--- config.mk ---
export PLATFORM = sky130hd
export DESIGN_NAME = branch_resolve_queue
export DESIGN_NICKNAME = d
export VERILOG_FILES = /design/src/rtl/branch_resolve_queue.sv
export SDC_FILE = /design/constraint.sdc
export NUM_CORES = 1
export LEC_CHECK = 0
export ABC_AREA = 1
export BUFFER_PORTS_ARGS = -buffer_cell sky130_fd_sc_hd__buf_4
export CORE_MARGIN = 1
export CORE_UTILIZATION = 55
export DETAILED_ROUTE_END_ITERATION = 7
export PLACE_DENSITY_LB_ADDON = 0.08
export SLEW_MARGIN = 10
export SYNTH_ARGS = -nofsm -noshare
export SYNTH_HDL_FRONTEND = slang
export SYNTH_SLANG_ARGS = --single-unit
--- constraint.sdc ---
create_clock -name clk -period 3.7 [get_ports clk]
set_input_delay 0.74 -clock clk [delete_from_list [all_inputs] [get_ports clk]]
set_output_delay 0.74 -clock clk [all_outputs]
set_load 0.03 [all_outputs]
--- src/rtl/branch_resolve_queue.sv ---
// In-order tracker for in-flight conditional branches: allocated at dispatch, resolved out of
// order by tag, retired in program order to drive the gshare predictor update and fetch redirect.
module branch_resolve_queue #(
    parameter int DEPTH = 8,
    parameter int TAG_W = $clog2(DEPTH),
    parameter int PC_W  = 32
) (
    input  logic             clk,
    input  logic             rst_n,
    // Allocation handshake: a branch transfers on a rising edge where alloc_valid && alloc_ready;
    // alloc_tag is the tag of that branch and is only meaningful in the transfer cycle.
    input  logic             alloc_valid,
    input  logic [PC_W-1:0]  alloc_pc,
    input  logic             alloc_pred,
    output logic             alloc_ready,
    output logic [TAG_W-1:0] alloc_tag,
    input  logic             res_valid,
    input  logic [TAG_W-1:0] res_tag,
    input  logic             res_taken,
    input  logic [PC_W-1:0]  res_target,
    output logic             upd_valid,
    output logic [PC_W-1:0]  upd_pc,
    output logic             upd_taken,
    output logic             mispredict,
    output logic [PC_W-1:0]  redirect_pc,
    output logic [TAG_W:0]   count
);

    logic [DEPTH-1:0] ent_valid;
    logic [DEPTH-1:0] ent_resolved;
    logic [DEPTH-1:0] ent_pred;
    logic [DEPTH-1:0] ent_taken;
    logic [PC_W-1:0]  ent_pc     [DEPTH];
    logic [PC_W-1:0]  ent_target [DEPTH];

    logic [TAG_W-1:0] head;
    logic [TAG_W-1:0] tail;
    logic [TAG_W:0]   count_q;

    logic commit_now;
    logic flush_now;
    logic alloc_fire;
    logic res_fire;

    // Retirement looks only at registered state, so a resolution reaches the head one cycle later.
    always_comb begin
        commit_now  = ent_valid[head] && ent_resolved[head];
        flush_now   = commit_now && (ent_taken[head] != ent_pred[head]);
        alloc_ready = (count_q < (TAG_W+1)'(DEPTH)) && !flush_now;
        alloc_fire  = alloc_valid && alloc_ready;
        res_fire    = res_valid && ent_valid[res_tag] && !ent_resolved[res_tag] && !flush_now;
        alloc_tag   = tail;
        count       = count_q;
    end

    always_ff @(posedge clk) begin
        if (!rst_n) begin
            ent_valid    <= '0;
            ent_resolved <= '0;
            ent_pred     <= '0;
            ent_taken    <= '0;
            head         <= '0;
            tail         <= '0;
            count_q      <= '0;
            upd_valid    <= 1'b0;
            upd_pc       <= '0;
            upd_taken    <= 1'b0;
            mispredict   <= 1'b0;
            redirect_pc  <= '0;
        end else begin
            upd_valid  <= commit_now;
            mispredict <= flush_now;
            if (commit_now) begin
                upd_pc      <= ent_pc[head];
                upd_taken   <= ent_taken[head];
                redirect_pc <= ent_taken[head] ? ent_target[head] : ent_pc[head] + PC_W'(4);
            end

            if (flush_now) begin
                // Everything younger than the mispredicted branch is wrong-path work.
                ent_valid    <= '0;
                ent_resolved <= '0;
                head         <= head + 1'b1;
                tail         <= head + 1'b1;
                count_q      <= '0;
            end else begin
                if (alloc_fire) begin
                    ent_valid[tail]    <= 1'b1;
                    ent_resolved[tail] <= 1'b0;
                    ent_pc[tail]       <= alloc_pc;
                    ent_pred[tail]     <= alloc_pred;
                    tail               <= tail + 1'b1;
                end
                if (res_fire) begin
                    ent_resolved[res_tag] <= 1'b1;
                    ent_taken[res_tag]    <= res_taken;
                    ent_target[res_tag]   <= res_target;
                end
                if (commit_now) begin
                    ent_valid[head]    <= 1'b0;
                    ent_resolved[head] <= 1'b0;
                    head               <= head + 1'b1;
                end
                if (alloc_fire && !commit_now)
                    count_q <= count_q + 1'b1;
                else if (!alloc_fire && commit_now)
                    count_q <= count_q - 1'b1;
            end
        end
    end

endmodule

==> results of run 1 <==
state kept, by name, summed over array words and instances, names as in the netlist, 3 cells and up, named ones only:
register      cells
alloc_tag         3
ent_target      256
ent_valid         8
upd_pc           32
ent_pc          256
count             4
redirect_pc      32
head              3
ent_resolved      8
ent_pred          8
ent_taken         8
kinds of logic after synthesis:
kind of cell	Yosys count
adder cells (fa/ha/maj)	7
AND/OR/NAND/NOR	1124
buffers and inverters	447
XOR/XNOR	8
AO/OA/AOI/OAI	454
flip-flops	624
report_power, final:
group	switching, mW	internal, mW	total, mW
Combinational	0.617	0.263	0.880
Sequential	0.0501	7.70	7.75
Clock	2.70	3.89	6.59
Total	3.37	11.9	15.2
cell type report:
cell class,instances,share of cell area [%]
flip-flops and latches,624,57.1
clock inverters,26,0.758
repair buffers,195,5.47
inverters,305,3.74
clock buffers,94,6.29
multi-input cells,1593,24.2
well taps,615,2.49
final timing paths:
check | start | end | slack [ns]
setup / recovery | head[0]$_SDFFE_PN0N_ | ent_target[4][23]$_DFFE_PP_ | 0.31
hold / removal | res_target[2] | ent_target[7][2]$_DFFE_PP_ | 0.37
setup reg to reg | head[0]$_SDFFE_PN0N_ | ent_target[4][23]$_DFFE_PP_ | 0.31
hold reg to reg | ent_resolved[7]$_SDFF_PP0_ | ent_resolved[7]$_SDFF_PP0_ | 0.47
critical path, cell delays in order, from the launching register on:
cell and delay [ns]:
dfxtp_2 0.45, inv_2 0.24, nand2_1 0.08, nand3_1 0.09, nand2_1 0.06, nor2_1 0.19
o21ai_4 0.09, or2_1 0.24, nand3_2 0.09, buf_4 0.24, nand2_4 0.12, inv_4 0.16
nand2_1 0.44, nor2_4 0.26, buf_12 0.27
metrics by stage:
stage / area (um^2) / setup slack [ns] / total power, mW
finish: 30900 / 0.305 / 15.2
global route: 30900 / 0.128 / 15.7
CTS: 30900 / 0.0933 / 15.3
detailed placement: 28700 / 0.0980 / 8.77
global placement: 28700 / 0.198 / 8.75
floorplan: 26800 / 0.171 / 8.37
cell usage in the layout (no fill, tap or decap), types with 2 or more instances in the layout:
master and count:
o21ai_4 2, xor2_1 7, nand3_1 180, nor3_1 2, inv_6 4, nor2_1 271, a31oi_1 36, clkbuf_1 14
nand4_2 5, buf_12 18, dfxtp_1 108, nor2_4 16, nand2_1 626, ha_1 6, clkbuf_8 10, edfxtp_1 512
a211oi_1 9, clkinv_2 9, inv_2 3, buf_4 177, o211ai_1 7, o21ai_1 4, o22ai_1 22, bufinv_16 3
o221ai_1 52, dfxtp_4 3, nand4_1 11, o31ai_1 3, o21ai_0 233, nor2_2 8, clkbuf_16 70, a21oi_1 82
inv_1 297, clkinv_1 11
timing repair:
item / in CTS / in global routing
hold buffers: 0 / 0
setup buffers: 0 / 0
setup endpoints to repair: 0 / 256
resized for setup: 0 / 1
per-layer routing:
layer  up-vias  routed length [um]  GRT usage [%]
met5         -                  17              0
met1      9476               31300           41.6
met3       117                5440           5.49
met2       754               33400           46.1
li1       9286                   -              -
met4         2                1550           8.05
==> metrics.cfg, run 1 <==
[synth]
synthXorXnorAreaFrac_pct = 0.262
muxShareOfSynthArea_pct = 0
synthMostInstantiatedCell = nand2_1
synth_fa_ha_area_share_pct = 0.355
synthArstFlopShare_pct = 0
synth_ff_type = edfxtp_1
yosysWarningCount = 0
syn_avg_cell_area_um2 = 10.0
netlist_top_cells_count = nand2_1, edfxtp_1, inv_1, nor2_1, o21ai_0
synthCells = 2664
ys_seq_area_share_pct = 65.8
synth.ff_latch_count = 624
synth_compound_area_share_pct = 9.75
yosysTopAreaCell = edfxtp_1
syn_area_um2 = 26800
synth_cell_types = 41
synth-simple-area-share_pct = 17.0
synth_top_area_share_pct = 57.5
ys_top_cells_by_area = edfxtp_1, nand2_1, dfxtp_1, o21ai_0, inv_1
synth_top_family_by_area = simple AND/OR/NAND/NOR gates
synth_edf_count = 512
synth.net_count = 2744

[clock_tree]
cts_buffer_depth = 3
cts_made_buffers = 66
cts_tree = built
clk_pin_slew_ns = 0.06
h-tree-depth = 3
clock-sinks = 624
root_buffer = clkbuf_16
clock_latency_ns = 0.61

[placement]
place_hpwl_mm = 43.3
place_congestion = 0.885
place_inst = 3332
port_buffers = 147

[hold_path]
hold_path.class = in -> reg
holdPathStages = 1

[grt]
grt_pass1_vias = 18500
grt_pass1_wl_mm = 110
antenna_found_initial = 2
grt_max_degree = 137
track_usage_pct = 29.2
grt_overflow_total = 0

[layout]
syn_to_final_growth_pct = 15.4
seq_area_um2 = 17600
nNetsFinal = 2865
fin_cells = 3452
final_util_pct = 64.6
multiInputGateArea_um2 = 7470
drive_above_1_share_pct = 11.8
antenna_cells = 0
fill_cells = 3743

[pwr]
p_leak_nw = 12.4
p_per_area_nw_per_um2 = 493
peakVddDrop_uv = 425

[sta]
maxSlewHeadroom_pct = 36.6
fin_crit_sh_pct = 91.7
hold_viol_final = 0
clock_skew_ns = 0.0226
tightest_slew_ns = 0.946
tns_ns = 0
setup_violations = 0
rsz0062_at_grt = false
timing.hold.ws_ns = 0.366
post-route-min-period_ns = 3.39
drv_slew = 0
fmax_ghz = 0.295

[floorplan]
fp.dieW_um = 223
rows = 80
dieArea_um2 = 49500
coreArea_um2 = 47800
start_util_pct = 55.9
ios = 148
die_h_um = 223

[critical_path]
start_kind = register
path_max_fanout = 32
cp-end-kind = register
worstRegToRegCells = 14
critPathKind = reg -> reg
crit_arrival_ns = 3.68
required_ns = 3.98

[drt]
vias_per_cell = 5.69
first_pass_iters = 6
vias = 19600
drt-total-wl_mm = 71.6
drtIter0Drc = 1982
drc = 0
ant_nets = 0
wl_per_cell_um = 20.7

[status]
status = complete, no violations

[run]
cap_violations = 0

Power figures use the tool's default switching activity.
==> inputs of run 2 (changes only) <==
--- a/config.mk
+++ b/config.mk
@@ -13,2 +13,3 @@
 export PLACE_DENSITY_LB_ADDON = 0.08
+export REMOVE_ABC_BUFFERS = 1
 export SLEW_MARGIN = 10
==> constraint.sdc (replaced) <==
create_clock -name clk -period 3.7 [get_ports clk]
set_input_delay 0.185 -clock clk [delete_from_list [all_inputs] [get_ports clk]]
set_output_delay 0.185 -clock clk [all_outputs]
set_load 0.03 [all_outputs]
==> run 2 against run 1 <==
  * Count of clock-buffer cells in the layout is 6 higher
  * Sequential power about the same
  * Cell area increased by 2.0%
  * Register-to-register slack better by 0.20 ns
  * Global-route usage rose by 0.97 points
  * Setup slack better by 0.20 ns
  * Largest cell class unchanged
  * Highest routed layer is now met4
==> metrics.cfg, run 2 (synthesis gave the netlist of run 1 again) <==
[sta]
setup_violations = 0  ; unchanged
hold_viol_final = 0  ; unchanged
rsz0062_at_grt = false
fin_crit_sh_pct = 86.3  ; -5.4 points
timing.hold.ws_ns = 0.0616  ; -0.304 ns
drv_slew = 0  ; unchanged
maxSlewHeadroom_pct = 30.3  ; -6.2 points
tightest_slew_ns = 1.04  ; +0.0992 ns
fmax_ghz = 0.313  ; +6.3%
post-route-min-period_ns = 3.19  ; -0.201 ns
clock_skew_ns = 0.0135  ; -0.00908 ns

[drt]
drtIter0Drc = 2015  ; +1.7%
vias = 20000  ; +2.1%
drc = 0  ; unchanged
drt-total-wl_mm = 74.0  ; +3.3%
wl_per_cell_um = 21.0  ; +1.2%
first_pass_iters = 5  ; -1
ant_nets = 0  ; unchanged
vias_per_cell = 5.69  ; about the same

[pwr]
p_leak_nw = 12.6  ; +2.1%
p_per_area_nw_per_um2 = 483  ; -1.9%
peakVddDrop_uv = 384  ; -9.7%
total_power_mw = 15.2  ; about the same

[hold_path]
hold_path_end = ent_valid[5]$_SDFF_PP0_
holdPathStages = 3  ; +2
hold_path.class = in -> reg
hold_start = alloc_valid

[grt]
antenna_found_initial = 0  ; -2
grt_pass1_vias = 19400  ; +4.7%
grt_max_degree = 130  ; -5.1%
track_usage_pct = 30.2  ; +0.97 points
grt_overflow_total = 0  ; unchanged
grt_pass1_wl_mm = 113  ; +3.0%

[clock_tree]
clock_latency_ns = 0.61  ; about the same
h-tree-depth = 3  ; unchanged
clk_pin_slew_ns = 0.06  ; about the same
clock-sinks = 624  ; unchanged
cts_made_buffers = 66  ; unchanged
cts_tree = built
cts_buffer_depth = 3  ; unchanged
root_buffer = clkbuf_16

[critical_path]
worstRegToRegCells = 20  ; +6
rrSetupSlack_ns = 0.51  ; +0.20 ns
r2r_end = count[3]$_SDFFE_PP0P_
critPathKind = reg -> reg
path_max_fanout = 12  ; -63%
start_kind = register
cp-end-kind = register
crit_arrival_ns = 3.70  ; +0.02 ns
timing.rr.start = head[0]$_SDFFE_PN0N_
required_ns = 4.20  ; +0.22 ns

[layout]
reg_top3 = ent_pc: 256 flops, ent_target: 256 flops
fin_cells = 3521  ; +2.0%
seq_area_um2 = 17600  ; about the same
final_cell_mix = nand2_1, edfxtp_1, inv_1
nNetsFinal = 2933  ; +2.4%
fill_cells = 3824  ; +2.2%
multiInputGateArea_um2 = 7470  ; unchanged
syn_to_final_growth_pct = 17.8
antenna_cells = 0  ; unchanged
drive_above_1_share_pct = 11.4  ; -0.49 points
layout_commonest_cell = nand2_1

[placement]
place_hpwl_mm = 44.1  ; +1.9%
place_congestion = 0.948  ; +7.1%
port_buffers = 147  ; unchanged
place_inst = 3333  ; +0.030%

[floorplan]
fp.dieW_um = 223  ; unchanged
dieArea_um2 = 49500  ; unchanged
ios = 148  ; unchanged
rows = 80  ; unchanged
die_h_um = 223  ; unchanged
coreArea_um2 = 47800  ; unchanged
start_util_pct = 55.9  ; unchanged

[status]
status = complete, no violations

[run]
cap_violations = 0  ; unchanged

-- run 2: cell types whose count changed in the layout (fill, tap and decap cells not counted), sizes merged --
cell,before,now
dlygate4sd3,0,67
clkbuf,94,100
clkinv,21,16
clkinvlp,1,4
inv,306,303
buf,195,196
-- run 2: through the flow --
step,setup slack (ns),setup TNS (ns),cell area (um^2),utilization (%)
finish,0.506,0,31500,65.9
global route,0.257,0,31500,65.9
CTS,0.530,0,31500,65.9
detailed placement,0.548,0,28700,60.0
global placement,0.618,0,28700,60.0
floorplan,-5.84,-1249.62,26100,-
-- run 2: power breakdown --
group | leakage, nW | internal (mW) | switching (mW)
combinational | 6.07 | 0.309 | 0.626
clock | 1.02 | 3.83 | 2.71
sequential | 5.52 | 7.70 | 0.0515
-- run 2: layout make-up --
| class | instances | area share, % |
|---|---|---|
| clock inverter | 21 | 0.604 |
| sequential | 624 | 55.9 |
| multi-input combinational | 1593 | 23.7 |
| timing repair buffer | 263 | 7.51 |
| clock buffer | 100 | 6.14 |
| inverter | 305 | 3.66 |
| tap | 615 | 2.44 |
-- run 2: worst max-delay path by stage --
stage / start / end / slack [ns] / cells after the start
2_1_floorplan: register / redirect_pc[16]$_SDFFE_PN0N_ / -5.84 / 15
6_report: head[0]$_SDFFE_PN0N_ / count[3]$_SDFFE_PP0P_ / 0.51 / 20
3_3_place_gp: head[0]$_SDFFE_PN0N_ / count[3]$_SDFFE_PP0P_ / 0.62 / 20
3_5_place_dp: head[0]$_SDFFE_PN0N_ / count[3]$_SDFFE_PP0P_ / 0.55 / 20
5_1_grt: head[0]$_SDFFE_PN0N_ / count[3]$_SDFFE_PP0P_ / 0.26 / 20
4_1_cts: head[0]$_SDFFE_PN0N_ / count[3]$_SDFFE_PP0P_ / 0.53 / 20
-- run 2: critical path, stage by stage (launching register included) --
cell      delay (ns)
dfxtp_1         0.57
buf_4           0.26
nand2_1         0.07
o211ai_1        0.08
nand2_1         0.08
nor2_1          0.11
o21ai_1         0.11
o21ai_4         0.10
clkinv_2        0.09
nand3_2         0.11
nand2_1         0.09
nor2_1          0.12
ha_1            0.21
inv_1           0.10
ha_1            0.27
a21o_1          0.17
a21oi_1         0.15
nor2_1          0.06
nor2_1          0.12
xor2_1          0.15
nor2_1          0.06
-- run 2: routing by layer --
layer	global-route usage, %	share of wire [%]	up-vias	wire length (um)
met5	0	0	-	0
met4	11.3	3.1	0	2290
met3	4.26	7.4	138	5460
met2	47.9	46	820	34400
met1	42.5	43	9670	31800
li1	-	-	9414	-
-- run 2: repair_timing --
action	in CTS	in global routing
buffers inserted	0	0
resized for setup	0	0
hold buffers	67	0
endpoints found under the setup margin	0	0
hold endpoints to repair	532	0
